### config.mk
export PLATFORM = sky130hd
export DESIGN_NAME = ex_mem_stage
export DESIGN_NICKNAME = d
export VERILOG_FILES = /design/src/rtl/ex_mem_stage_pkg.sv /design/src/rtl/ex_mem_skid_buf.sv /design/src/rtl/ex_mem_stage.sv
export SDC_FILE = /design/constraint.sdc
export NUM_CORES = 1
export LEC_CHECK = 0
export ABC_CLOCK_PERIOD_IN_PS = 5230
export BUFFER_PORTS_ARGS = -buffer_cell sky130_fd_sc_hd__buf_2
export CORE_ASPECT_RATIO = 1.4
export CORE_MARGIN = 2
export CORE_UTILIZATION = 45
export CTS_CLUSTER_DIAMETER = 200
export DETAILED_ROUTE_END_ITERATION = 6
export PLACE_DENSITY = 0.68
export SYNTH_ARGS = -nofsm -noshare
export SYNTH_HDL_FRONTEND = slang
export SYNTH_SLANG_ARGS = --single-unit
### constraint.sdc
create_clock -name clk -period 5.23 [get_ports clk]
set_input_delay 0.523 -clock clk [delete_from_list [all_inputs] [get_ports clk]]
set_output_delay 0.523 -clock clk [all_outputs]
set_load 0.02 [all_outputs]
### src/rtl/ex_mem_stage_pkg.sv
// Shared types for the execute-to-memory stage: data and address widths,
// the skid-buffer entry record and the buffer occupancy states.
package ex_mem_stage_pkg;

  localparam int D_SIZE        = 32;
  localparam int ADDR_LINE     = 8;
  localparam int RD_W_DEFAULT  = 5;

  typedef enum logic [1:0] {
    EMPTY = 2'd0,
    FULL  = 2'd1,
    SKID  = 2'd2
  } ems_state_t;

  // The destination register index is held beside this record rather than
  // inside it, so that RD_W can be overridden per instance.
  typedef struct packed {
    logic              valid;
    logic              is_load;
    logic              is_store;
    logic [D_SIZE-1:0] alu_result;
    logic [D_SIZE-1:0] store_data;
    logic              reg_write;
    logic              done;
    logic [D_SIZE-1:0] captured_data;
  } ex_mem_entry_t;

endpackage

### src/rtl/ex_mem_skid_buf.sv
// Two-entry skid buffer (head H, skid S) with its occupancy FSM.
// Only H is visible downstream; S refills H when H pops, keeping order.
// The upstream ready is a flop, so it never depends combinationally on
// the downstream ready.
module ex_mem_skid_buf
  import ex_mem_stage_pkg::*;
#(
  parameter int RD_W = RD_W_DEFAULT
) (
  input  logic                   clk,
  input  logic                   reset,
  input  logic                   in_valid,
  output logic                   in_ready,
  input  ex_mem_entry_t          in_entry,
  input  logic [RD_W-1:0]        in_rd,
  input  logic                   flush,
  input  logic                   out_ready,
  input  logic                   cap_en,
  input  logic [D_SIZE-1:0]      cap_data,
  output ex_mem_entry_t          head,
  output logic [RD_W-1:0]        head_rd,
  output logic                   pop
);

  ems_state_t      state, state_nxt;
  ex_mem_entry_t   h, h_nxt, s, s_nxt;
  logic [RD_W-1:0] h_rd, h_rd_nxt, s_rd, s_rd_nxt;
  logic            rdy_q;
  logic            acc;

  assign acc      = in_valid & rdy_q;
  assign pop      = h.valid & out_ready;
  assign in_ready = rdy_q;
  assign head     = h;
  assign head_rd  = h_rd;

  // Next-state and entry movement; flush overrides everything else.
  always_comb begin
    state_nxt = state;
    h_nxt     = h;
    s_nxt     = s;
    h_rd_nxt  = h_rd;
    s_rd_nxt  = s_rd;

    if (cap_en) begin
      h_nxt.done          = 1'b1;
      h_nxt.captured_data = cap_data;
    end

    case (state)
      EMPTY: begin
        if (acc) begin
          h_nxt     = in_entry;
          h_rd_nxt  = in_rd;
          state_nxt = FULL;
        end
      end
      FULL: begin
        if (acc && !pop) begin
          s_nxt     = in_entry;
          s_rd_nxt  = in_rd;
          state_nxt = SKID;
        end else if (acc && pop) begin
          h_nxt     = in_entry;
          h_rd_nxt  = in_rd;
        end else if (pop) begin
          h_nxt     = '0;
          h_rd_nxt  = '0;
          state_nxt = EMPTY;
        end
      end
      SKID: begin
        if (pop) begin
          h_nxt      = s;
          h_nxt.done = 1'b0;
          h_rd_nxt   = s_rd;
          s_nxt      = '0;
          s_rd_nxt   = '0;
          state_nxt  = FULL;
        end
      end
      default: begin
        state_nxt = EMPTY;
        h_nxt     = '0;
        s_nxt     = '0;
        h_rd_nxt  = '0;
        s_rd_nxt  = '0;
      end
    endcase

    if (flush) begin
      state_nxt = EMPTY;
      h_nxt     = '0;
      s_nxt     = '0;
      h_rd_nxt  = '0;
      s_rd_nxt  = '0;
    end
  end

  // State, entry storage and the registered upstream ready.
  always_ff @(posedge clk or posedge reset) begin
    if (reset) begin
      state <= EMPTY;
      h     <= '0;
      s     <= '0;
      h_rd  <= '0;
      s_rd  <= '0;
      rdy_q <= 1'b1;
    end else begin
      state <= state_nxt;
      h     <= h_nxt;
      s     <= s_nxt;
      h_rd  <= h_rd_nxt;
      s_rd  <= s_rd_nxt;
      rdy_q <= (state_nxt != SKID);
    end
  end

endmodule

### src/rtl/ex_mem_stage.sv
// Execute-to-memory stage: buffers execute results in a two-entry skid
// buffer, drives the memory port from the head entry, captures load data
// and presents the writeback record.
// Optional build macro EX_MEM_STATS_EN adds saturating load/store/stall
// counters.
module ex_mem_stage
  import ex_mem_stage_pkg::*;
#(
  parameter int RD_W = RD_W_DEFAULT
`ifdef EX_MEM_STATS_EN
  ,
  parameter int STAT_W = 32
`endif
) (
  input  logic                 clk,
  input  logic                 reset,
  input  logic                 ex_valid,
  output logic                 ex_ready,
  input  logic                 ex_is_load,
  input  logic                 ex_is_store,
  input  logic [D_SIZE-1:0]    ex_alu_result,
  input  logic [D_SIZE-1:0]    ex_store_data,
  input  logic [RD_W-1:0]      ex_rd,
  input  logic                 ex_reg_write,
  input  logic                 flush,
  output logic                 rw,
  output logic [ADDR_LINE-1:0] addr_in,
  output logic [D_SIZE-1:0]    write_data,
  input  logic [D_SIZE-1:0]    read_data,
  output logic                 wb_valid,
  input  logic                 wb_ready,
  output logic [D_SIZE-1:0]    wb_data,
  output logic [RD_W-1:0]      wb_rd,
  output logic                 wb_reg_write
`ifdef EX_MEM_STATS_EN
  ,
  output logic [STAT_W-1:0]    stat_loads,
  output logic [STAT_W-1:0]    stat_stores,
  output logic [STAT_W-1:0]    stat_stall_cycles
`endif
);

  ex_mem_entry_t   in_entry;
  ex_mem_entry_t   head;
  logic [RD_W-1:0] head_rd;
  logic            pop;
  logic            cap_en;

  // Pack the incoming op as a fresh, not-yet-accessed entry.
  always_comb begin
    in_entry            = '0;
    in_entry.valid      = 1'b1;
    in_entry.is_load    = ex_is_load;
    in_entry.is_store   = ex_is_store;
    in_entry.alu_result = ex_alu_result;
    in_entry.store_data = ex_store_data;
    in_entry.reg_write  = ex_reg_write;
  end

  // A held head marks itself done after its first memory cycle, which
  // both freezes load data and stops a stalled store from rewriting.
  assign cap_en = head.valid & ~pop & ~head.done;

  ex_mem_skid_buf #(
    .RD_W (RD_W)
  ) u_buf (
    .clk       (clk),
    .reset     (reset),
    .in_valid  (ex_valid),
    .in_ready  (ex_ready),
    .in_entry  (in_entry),
    .in_rd     (ex_rd),
    .flush     (flush),
    .out_ready (wb_ready),
    .cap_en    (cap_en),
    .cap_data  (read_data),
    .head      (head),
    .head_rd   (head_rd),
    .pop       (pop)
  );

  assign rw         = head.valid & head.is_store & ~head.done & ~flush;
  assign addr_in    = head.valid ? head.alu_result[ADDR_LINE-1:0] : '0;
  assign write_data = rw ? head.store_data : '0;

  assign wb_valid     = head.valid;
  assign wb_rd        = head_rd;
  assign wb_reg_write = head.reg_write & ~head.is_store;

  // Writeback data: frozen load data once captured, live data on the
  // first cycle, ALU result for everything else.
  always_comb begin
    wb_data = head.alu_result;
    if (head.is_load) begin
      wb_data = head.done ? head.captured_data : read_data;
    end
  end

`ifdef EX_MEM_STATS_EN
  // Saturating activity counters, cleared only by reset.
  always_ff @(posedge clk or posedge reset) begin
    if (reset) begin
      stat_loads        <= '0;
      stat_stores       <= '0;
      stat_stall_cycles <= '0;
    end else begin
      if (pop && head.is_load && (stat_loads != '1))
        stat_loads <= stat_loads + 1'b1;
      if (pop && head.is_store && (stat_stores != '1))
        stat_stores <= stat_stores + 1'b1;
      if (wb_valid && !wb_ready && (stat_stall_cycles != '1))
        stat_stall_cycles <= stat_stall_cycles + 1'b1;
    end
  end
`endif

endmodule

# Word level (Yosys, flattened, before mapping)
# Index checks and enable logic that the tools add are counted.
[word_totals]
out_inout_bits = 81
ff_bits = 214
wordCells = 79
[op_classes]
n_reduce_logical = 6
n_eq_ne = 9
mux = 33
n_bitwise = 12
[ops]
columns = ["op", "n"]
rows = [
  ["$mux 101", 9],
  ["$pmux 101 s3", 2],
  ["$mux 32", 3],
  ["$mux 5", 8],
  ["$mux 33", 1],
  ["$pmux 5 s3", 2],
  ["$mux 2", 6],
  ["$and 1x1->1", 8],
  ["$mux 8", 1],
  ["$ne 3x2->1 const B", 2],
  ["$ne 3x3->1 const B", 2],
  ["$pmux 2 s3", 1],
  ["$ne 2x2->1 const B", 2],
  ["$ne 4x3->1 const B", 1],
  ["$not 1->1", 4],
  ["$reduce_and 4->1", 1],
  ["$reduce_and 3->1", 1],
  ["$eq 2x1->1 const B", 1],
  ["$eq 2x2->1 const B", 1],
  ["$logic_and 1x1->1", 2],
  ["$logic_not 2->1", 1],
  ["$logic_not 1->1", 1],
]

# Logic depth before layout (Yosys ltp)
# Gate-level depths: netlist of the first run.
[logic_depth]
word_depth = 10
ltp_mapped = 7
ltp_nobuf = 3

# Hierarchy
# From an unflattened synthesis of the first run, not the netlist that was laid out.
[hier_totals]
cells_unflattened = 1042
area_unflattened_um2 = 10859.2
[by_module_without_submodules]
columns = ["module", "cells_each", "area_per_inst_um2", "instances", "seq_area_each_um2"]
rows = [
  ["ex_mem_skid_buf", 887, 9875.7, 1, 5356.4],
  ["ex_mem_stage", 155, 983.4, 1, 0.0],
]

# Worst setup path before layout of the first run
# No wires, ideal clock.
[synth_timing]
kind = "input to output"
start = "input port flush"
end = "output port write_data[22]"
required_ns = 4.707
arrival_time_ns = 1.644
path_buffers = 2
cell_stages = 4
path_slack_ns = 3.063
cell_sequence = "clkbuf_1 and4bb_2 clkbuf_1 and2_1"
[synth_via]
elab_chain_cells = 3
[synth_lines]
columns = ["item", "line", "text"]
rows = [
  ["start, declared", "ex_mem_stage.sv:25", "input logic flush,"],
  ["$not 1->1", "ex_mem_stage.sv:82", "assign rw = head.valid & head.is_store & ~head.done & ~flush;"],
  ["$and 1x1->1", "ex_mem_stage.sv:82", ""],
  ["via rw", "ex_mem_stage.sv:26", "output logic rw,"],
  ["$mux 32", "ex_mem_stage.sv:84", "assign write_data = rw ? head.store_data : '0;"],
  ["end, declared", "ex_mem_stage.sv:28", "output logic [D_SIZE-1:0] write_data,"],
]
# The timed path passes the listed nets, and every way through them passes these cells.

# Worst setup path after layout of the first run
[layout_timing]
start = "register u_buf.h (netlist bit u_buf.head[100])"
end = "register u_buf.h (netlist bit u_buf.head[100])"
[layout_via]
elab_chain_cells = 6
word_cells_on_any_way = 12
[layout_lines]
columns = ["item", "line", "text"]
rows = [
  ["start, declared", "ex_mem_skid_buf.sv:26", "ex_mem_entry_t h, h_nxt, s, s_nxt;"],
  ["start signal, assigned", "ex_mem_skid_buf.sv:111", "h <= h_nxt;"],
  ["$and 1x1->1 (*)", "ex_mem_skid_buf.sv:32", "assign pop = h.valid & out_ready;"],
  ["$logic_and 1x1->1", "ex_mem_skid_buf.sv:63", "end else if (acc && pop) begin"],
  ["$mux 101", "ex_mem_skid_buf.sv:63", ""],
  ["$mux 101", "ex_mem_skid_buf.sv:59", "if (acc && !pop) begin"],
  ["$pmux 101 s3", "ex_mem_skid_buf.sv:50", "case (state)"],
  ["$mux 101", "ex_mem_skid_buf.sv:91", "if (flush) begin"],
]
# Mark *: on every way between the ends. The rest lies on a longest branch, timed or not. The select of a mux whose other input is x is not followed.
# A chain may end at the register's enable or synchronous reset.

==> impl_metrics.json, run 1 <==
{
  "status": "finished, final reports clean",
  "ctsHoldBuffers": 0,
  "synth-async-reset-ratio_pct": 100.0,
  "cp_slowest_stage_delay_ns": 0.89,
  "syn_avg_cell_area_um2": 8.939,
  "drtIter0Drc": 988,
  "final_util_pct": 52.42,
  "fin_area_um2": 11370,
  "cp.required_ns": 5.51,
  "clk_pin_slew_ns": 0.07,
  "cap_violations": 0,
  "antenna_left": 0,
  "drcViolationCount": 0,
  "firstDrtPassIters": 5,
  "root_buffer": "clkbuf_16",
  "critPathCaptureType": "flip-flop",
  "dieArea_um2": 23130,
  "place_congestion": 0.7735,
  "rr_worst_depth": 4,
  "worstPathCellList": "o211a_4, or2_2, buf_4, a21oi_1",
  "ys_top_cells_by_area": "dfrtp_1 (46%), a21oi_1 (7.0%), a32oi_1 (6.0%)",
  "core_area_um2": 21700,
  "cts_setup_buffers": 0,
  "setup_viol": 0,
  "cts.sinks": 182,
  "final_net_count": 1299,
  "worst-path-buf-inv": 1,
  "io_buffers": 189,
  "synthTopCellsByCount": "dfrtp_1 (181), nand2_1 (144), a21oi_1 (138), clkbuf_1 (78), o211ai_1 (77)",
  "ioPinCount": 190,
  "synth_cell_types": 39,
  "fin_skew_ns": 0.01287,
  "synth.largest_area_cell": "dfrtp_1",
  "finalHoldViolCount": 0,
  "grt_setup_unrepaired": "false",
  "cp-start-kind": "flip-flop",
  "critical_path_depth": 4,
  "layout.cells.non_filler": 1500,
  "dp_hpwl_mm": 18.03,
  "fin_crit_ns": 3.290,
  "vias_per_cell": 6.291,
  "drv_slew": 0,
  "power.density_nw_per_um2": 359.0,
  "num_vias": 9436,
  "synth_flop_cell": "dfrtp_1",
  "syn_inst": 1103,
  "wl_per_cell_um": 20.87,
  "die_w_um": 129.1,
  "cts_tree": "done",
  "initial_utilization_pct": 45.43,
  "ir_worst_vdd_mv": 0.2372,
  "max_freq_ghz": 0.3039,
  "yosysSeqAreaShare_pct": 46.21,
  "drive_above_1_share_pct": 21.63,
  "path_max_fanout": 74,
  "p_leak_nw": 4.755,
  "cts_resized": 0,
  "cp.arrival_ns": 3.57,
  "grt_pass1_vias": 9065,
  "drt_wl_total_mm": 31.30,
  "grt.overflow.total": 0,
  "antenna_found_initial": 0,
  "setup_tns_ns": 0,
  "syn_area_um2": 9859,
  "grt_max_degree": 183,
  "synth-seq-cells": 182,
  "cts_buffers": 17,
  "holdPathStages": 3,
  "tightest_slew_ns": 1.157,
  "crit_family": "compound AO/OA/AOI/OAI gates",
  "cts_max_level": 4,
  "hp-class": "input port to flip-flop",
  "synth_edf_count": 0,
  "slew_headroom_pct": 22.73,
  "area_growth_pct": 15.37,
  "critPathKind": "flip-flop to flip-flop",
  "yosysMostFrequentCell": "dfrtp_1",
  "ys_warn_count": 0,
  "grt_pass1_wl_mm": 49.20,
  "post-route-period-util_pct": 62.91,
  "clock_latency_ns": 0.44,
  "placed_area_um2": 10790,
  "synth_top_area_share_pct": 45.94,
  "cts_buffer_depth": 2,
  "syn-num-nets": 1212,
  "die_y_um": 179.1,
  "placedCellCount": 1468,
  "row_count": 64,
  "track_usage_pct": 26.63,
  "cpMaxStageDelayCell": "o211a_4"
}
-- layer usage --
metal / vias to the layer above / part of all wire, % / global-route usage [%] / routed length, µm
met3: 36 / 6.4 / 3.730 / 1994
met1: 4654 / 43 / 37.08 / 13340
li1: 4317 / - / - / -
met5: - / 0 / 0 / 0
met2: 429 / 49 / 43.49 / 15470
met4: 0 / 1.6 / 7.382 / 498
-- layout make-up --
| cell class | count | area, µm² |
|---|---|---|
| clock inverters | 12 | 128.9 |
| inverters | 4 | 18.77 |
| fillers | 2039 | 10330 |
| multi-input cells | 778 | 4746 |
| repair buffers | 207 | 1096 |
| flip-flops and latches | 182 | 4558 |
| well taps | 297 | 371.6 |
| diodes | 1 | 2.502 |
| clock buffers | 19 | 452.9 |
-- layout by cell type, fill, tap and decap left out, types with 3 or more instances in the layout --
| master | n |
|---|---|
| buf_2 | 188 |
| dfrtp_1 | 179 |
| nand2_1 | 143 |
| a21oi_1 | 135 |
| o211ai_1 | 77 |
| nand3_1 | 72 |
| a31oi_1 | 72 |
| a32oi_1 | 67 |
| o31ai_1 | 67 |
| and2_1 | 40 |
| nor2_1 | 35 |
| mux2i_1 | 33 |
| buf_4 | 18 |
| clkbuf_16 | 17 |
| nor3_1 | 6 |
| clkinvlp_4 | 4 |
| clkinv_2 | 4 |
| a21oi_4 | 3 |
| a311oi_1 | 3 |
-- cell families after synthesis --
kind of cell,count (synthesis),share of synthesized area (%)
muxes,33,3.350
AOI/OAI and AO/OA,434,29.68
DFF,182,46.21
and+or+nand+nor,311,14.51
buffers and inverters,143,6.256
-- path summary, 6_finish.rpt --
path | from | to | slack, ns
worst min register to register | u_buf.head[10] | u_buf.head[10] | 0.52
worst min-delay path | read_data[30] | u_buf.head[30] | 0.32
min in group asynchronous | reset | u_buf.head[72] | 0.35
max in group asynchronous | reset | u_buf.head[32] | 4.05
worst max-delay path | u_buf.head[100] | u_buf.head[100] | 1.94
worst max register to register | u_buf.head[100] | u_buf.head[100] | 1.94
-- stage by stage --
step / setup WS (ns) / hold slack, ns / total power, mW
2_1_floorplan: 2.371 / 0.5010 / 2.446
3_3_place_gp: 2.032 / 0.5091 / 2.787
3_5_place_dp: 1.968 / 0.5154 / 2.801
4_1_cts: 1.966 / 0.3143 / 4.092
5_1_grt: 1.677 / 0.3199 / 4.271
6_report: 1.940 / 0.3242 / 4.084
-- worst min-delay path, stage by stage --
cell	delay [ns]
buf_2	0.10
nand2_1	0.05
a21oi_1	0.05
-- power by group --
group          internal [mW]  switching, mW  total (mW)  leakage [nW]
registers               1.57          0.133        1.70          2.47
clock network          0.726          0.567        1.29         0.281
logic                  0.337          0.755        1.09          2.01
total                   2.63           1.46        4.08          4.75
-- sequential cells by signal, indices dropped and copies added, names as in the netlist --
name / count
u_buf.in_ready: 1
u_buf.state: 2
u_buf.s: 68
u_buf.s_rd: 5
u_buf.head: 101
u_buf.head_rd: 5
No activity file was read; power rests on OpenSTA's default activity.
==> inputs of run 2 (changes only) <==
ABC_CLOCK_PERIOD_IN_PS = 3400   (was 5230)
PLACE_DENSITY = 0.65   (was 0.68)
clock period = 3.4 ns   (was 5.23 ns; I/O delays follow)
==> run 2 against run 1 <==
Utilization increased by 0.70 points. Count of clock-buffer cells in the layout decreased by 1. Cell count increased by 0.53%. First-iteration DRC count decreased by 17%. Critical endpoint is now write_data[1]. Clock skew decreased by 0.0013 ns. Worst hold slack got worse by 0.18 ns.
==> impl_metrics.json, run 2 (synthesis gave the netlist of run 1 again) <==
{
  "cts_tree": "done",
  "dieArea_um2": 23130,
  "vias_per_cell": 6.276,
  "worst-path-buf-inv": 1,
  "drtIter0Drc": 819,
  "crit_start": "u_buf.head[100]",
  "cts_buffer_depth": 2,
  "firstDrtPassIters": 5,
  "critPathCaptureType": "output pin",
  "largest_reg_flops": 101,
  "p_leak_nw": 4.821,
  "ctsHoldBuffers": 1,
  "fin_ws_ns": 0.8501,
  "slew_headroom_pct": 27.65,
  "die_w_um": 129.1,
  "root_buffer": "clkbuf_16",
  "cp.arrival_ns": 2.21,
  "status": "finished, final reports clean",
  "grt_pass1_wl_mm": 50.64,
  "grtUsageMet1_pct": 36.86,
  "cts.sinks": 182,
  "final_common_cell": "buf_2",
  "drt_wl_total_mm": 32.06,
  "row_count": 64,
  "cp-start-kind": "flip-flop",
  "drive_above_1_share_pct": 22.05,
  "setup_viol": 0,
  "hp-class": "input port to flip-flop",
  "reg2reg_from": "u_buf.state[0]",
  "cts_buffers": 17,
  "antenna_left": 0,
  "worstPathCellList": "and4bb_2, and2_1, buf_2",
  "cts_resized": 0,
  "cp.required_ns": 3.06,
  "area_growth_pct": 16.92,
  "use_met2_pct": 45.57,
  "grt_pass1_vias": 9277,
  "regToRegSetupSlack_ns": 1.04,
  "grt_max_degree": 99,
  "holdPathStages": 3,
  "placedCellCount": 1475,
  "max_freq_ghz": 0.3922,
  "whs_ns": 0.1454,
  "ir_worst_vdd_mv": 0.3889,
  "ioPinCount": 190,
  "track_usage_pct": 27.73,
  "finalHoldViolCount": 0,
  "wl_per_cell_um": 21.26,
  "die_y_um": 179.1,
  "antenna_found_initial": 1,
  "grtUsageMet3_pct": 5.043,
  "layout.cells.non_filler": 1508,
  "tightest_slew_ns": 1.085,
  "core_area_um2": 21700,
  "crit_family": "simple AND/OR/NAND/NOR gates",
  "critPathKind": "flip-flop to output pin",
  "fin_crit_ns": 2.550,
  "drv_slew": 0,
  "preCtsSetupSlack_ns": 1.085,
  "fillCellCount": 2066,
  "grt.overflow.total": 0,
  "num_vias": 9464,
  "report.power.total_mw": 6.469,
  "place_congestion": 0.8009,
  "hold_path.startpoint": "read_data[7]",
  "power.density_nw_per_um2": 561.2,
  "setup_tns_ns": 0,
  "post-route-period-util_pct": 75.00,
  "cpMaxStageDelayCell": "and4bb_2",
  "cap_violations": 0,
  "initial_utilization_pct": 45.43,
  "antennaDiodeCount": 0,
  "cts_setup_buffers": 0,
  "final_net_count": 1307,
  "drcViolationCount": 0,
  "rr_worst_depth": 4,
  "mostFrequentLayoutCells": "buf_2 (188), dfrtp_1 (179), nand2_1 (143)",
  "busiest_layer": "met2",
  "clock_latency_ns": 0.43,
  "cts_max_level": 4,
  "min_to": "u_buf.head[7]",
  "dp_hpwl_mm": 18.84,
  "path_max_fanout": 33,
  "fin_skew_ns": 0.01159,
  "r2r_end": "u_buf.head_rd[2]",
  "clk_pin_slew_ns": 0.07,
  "cp_slowest_stage_delay_ns": 0.73,
  "grt_setup_unrepaired": "false",
  "io_buffers": 189
}
run 2: worst max-delay path by stage:
stage,endpoint,slack (ns),cells after the start
global route,write_data[1],0.71,3
finish,write_data[1],0.85,3
floorplan,u_buf.head[0],0.72,1
CTS,write_data[1],0.85,3
detailed placement,u_buf.head[90],1.08,4
global placement,u_buf.head[90],1.14,4
run 2: final cells by class:
type | instances | area, µm² | share of cell area [%]
tap | 297 | 371.6 | 3.224
clock buffer | 18 | 429.2 | 3.723
clock inverter | 14 | 198.9 | 1.726
multi-input combinational | 778 | 4755 | 41.25
sequential | 182 | 4558 | 39.54
inverter | 4 | 18.77 | 0.1628
timing repair buffer | 215 | 1196 | 10.38
run 2: power by group:
part,switching [mW],internal [mW]
sequential,0.227,2.41
clock,0.897,1.24
combinational,1.15,0.547
run 2: worst reg2reg max path, delay by kind of cell, from the launching register on:
kind                   cells  cell delay, ns
DFF                        1            0.55
and+or+nand+nor            2            0.77
buffers and inverters      1            0.64
AOI/OAI and AO/OA          1            0.29
run 2: per-stage QoR:
step | util [%] | area [µm²]
floorplan | - | 9863
global placement | 50.18 | 10890
detailed placement | 50.18 | 10890
CTS | 53.12 | 11530
global route | 53.12 | 11530
finish | 53.12 | 11530
run 2: metal layers:
layer	vias up	wire length, µm
li1	4329	-
met4	0	869
met3	61	2243
met2	444	15560
met1	4630	13390
met5	-	0
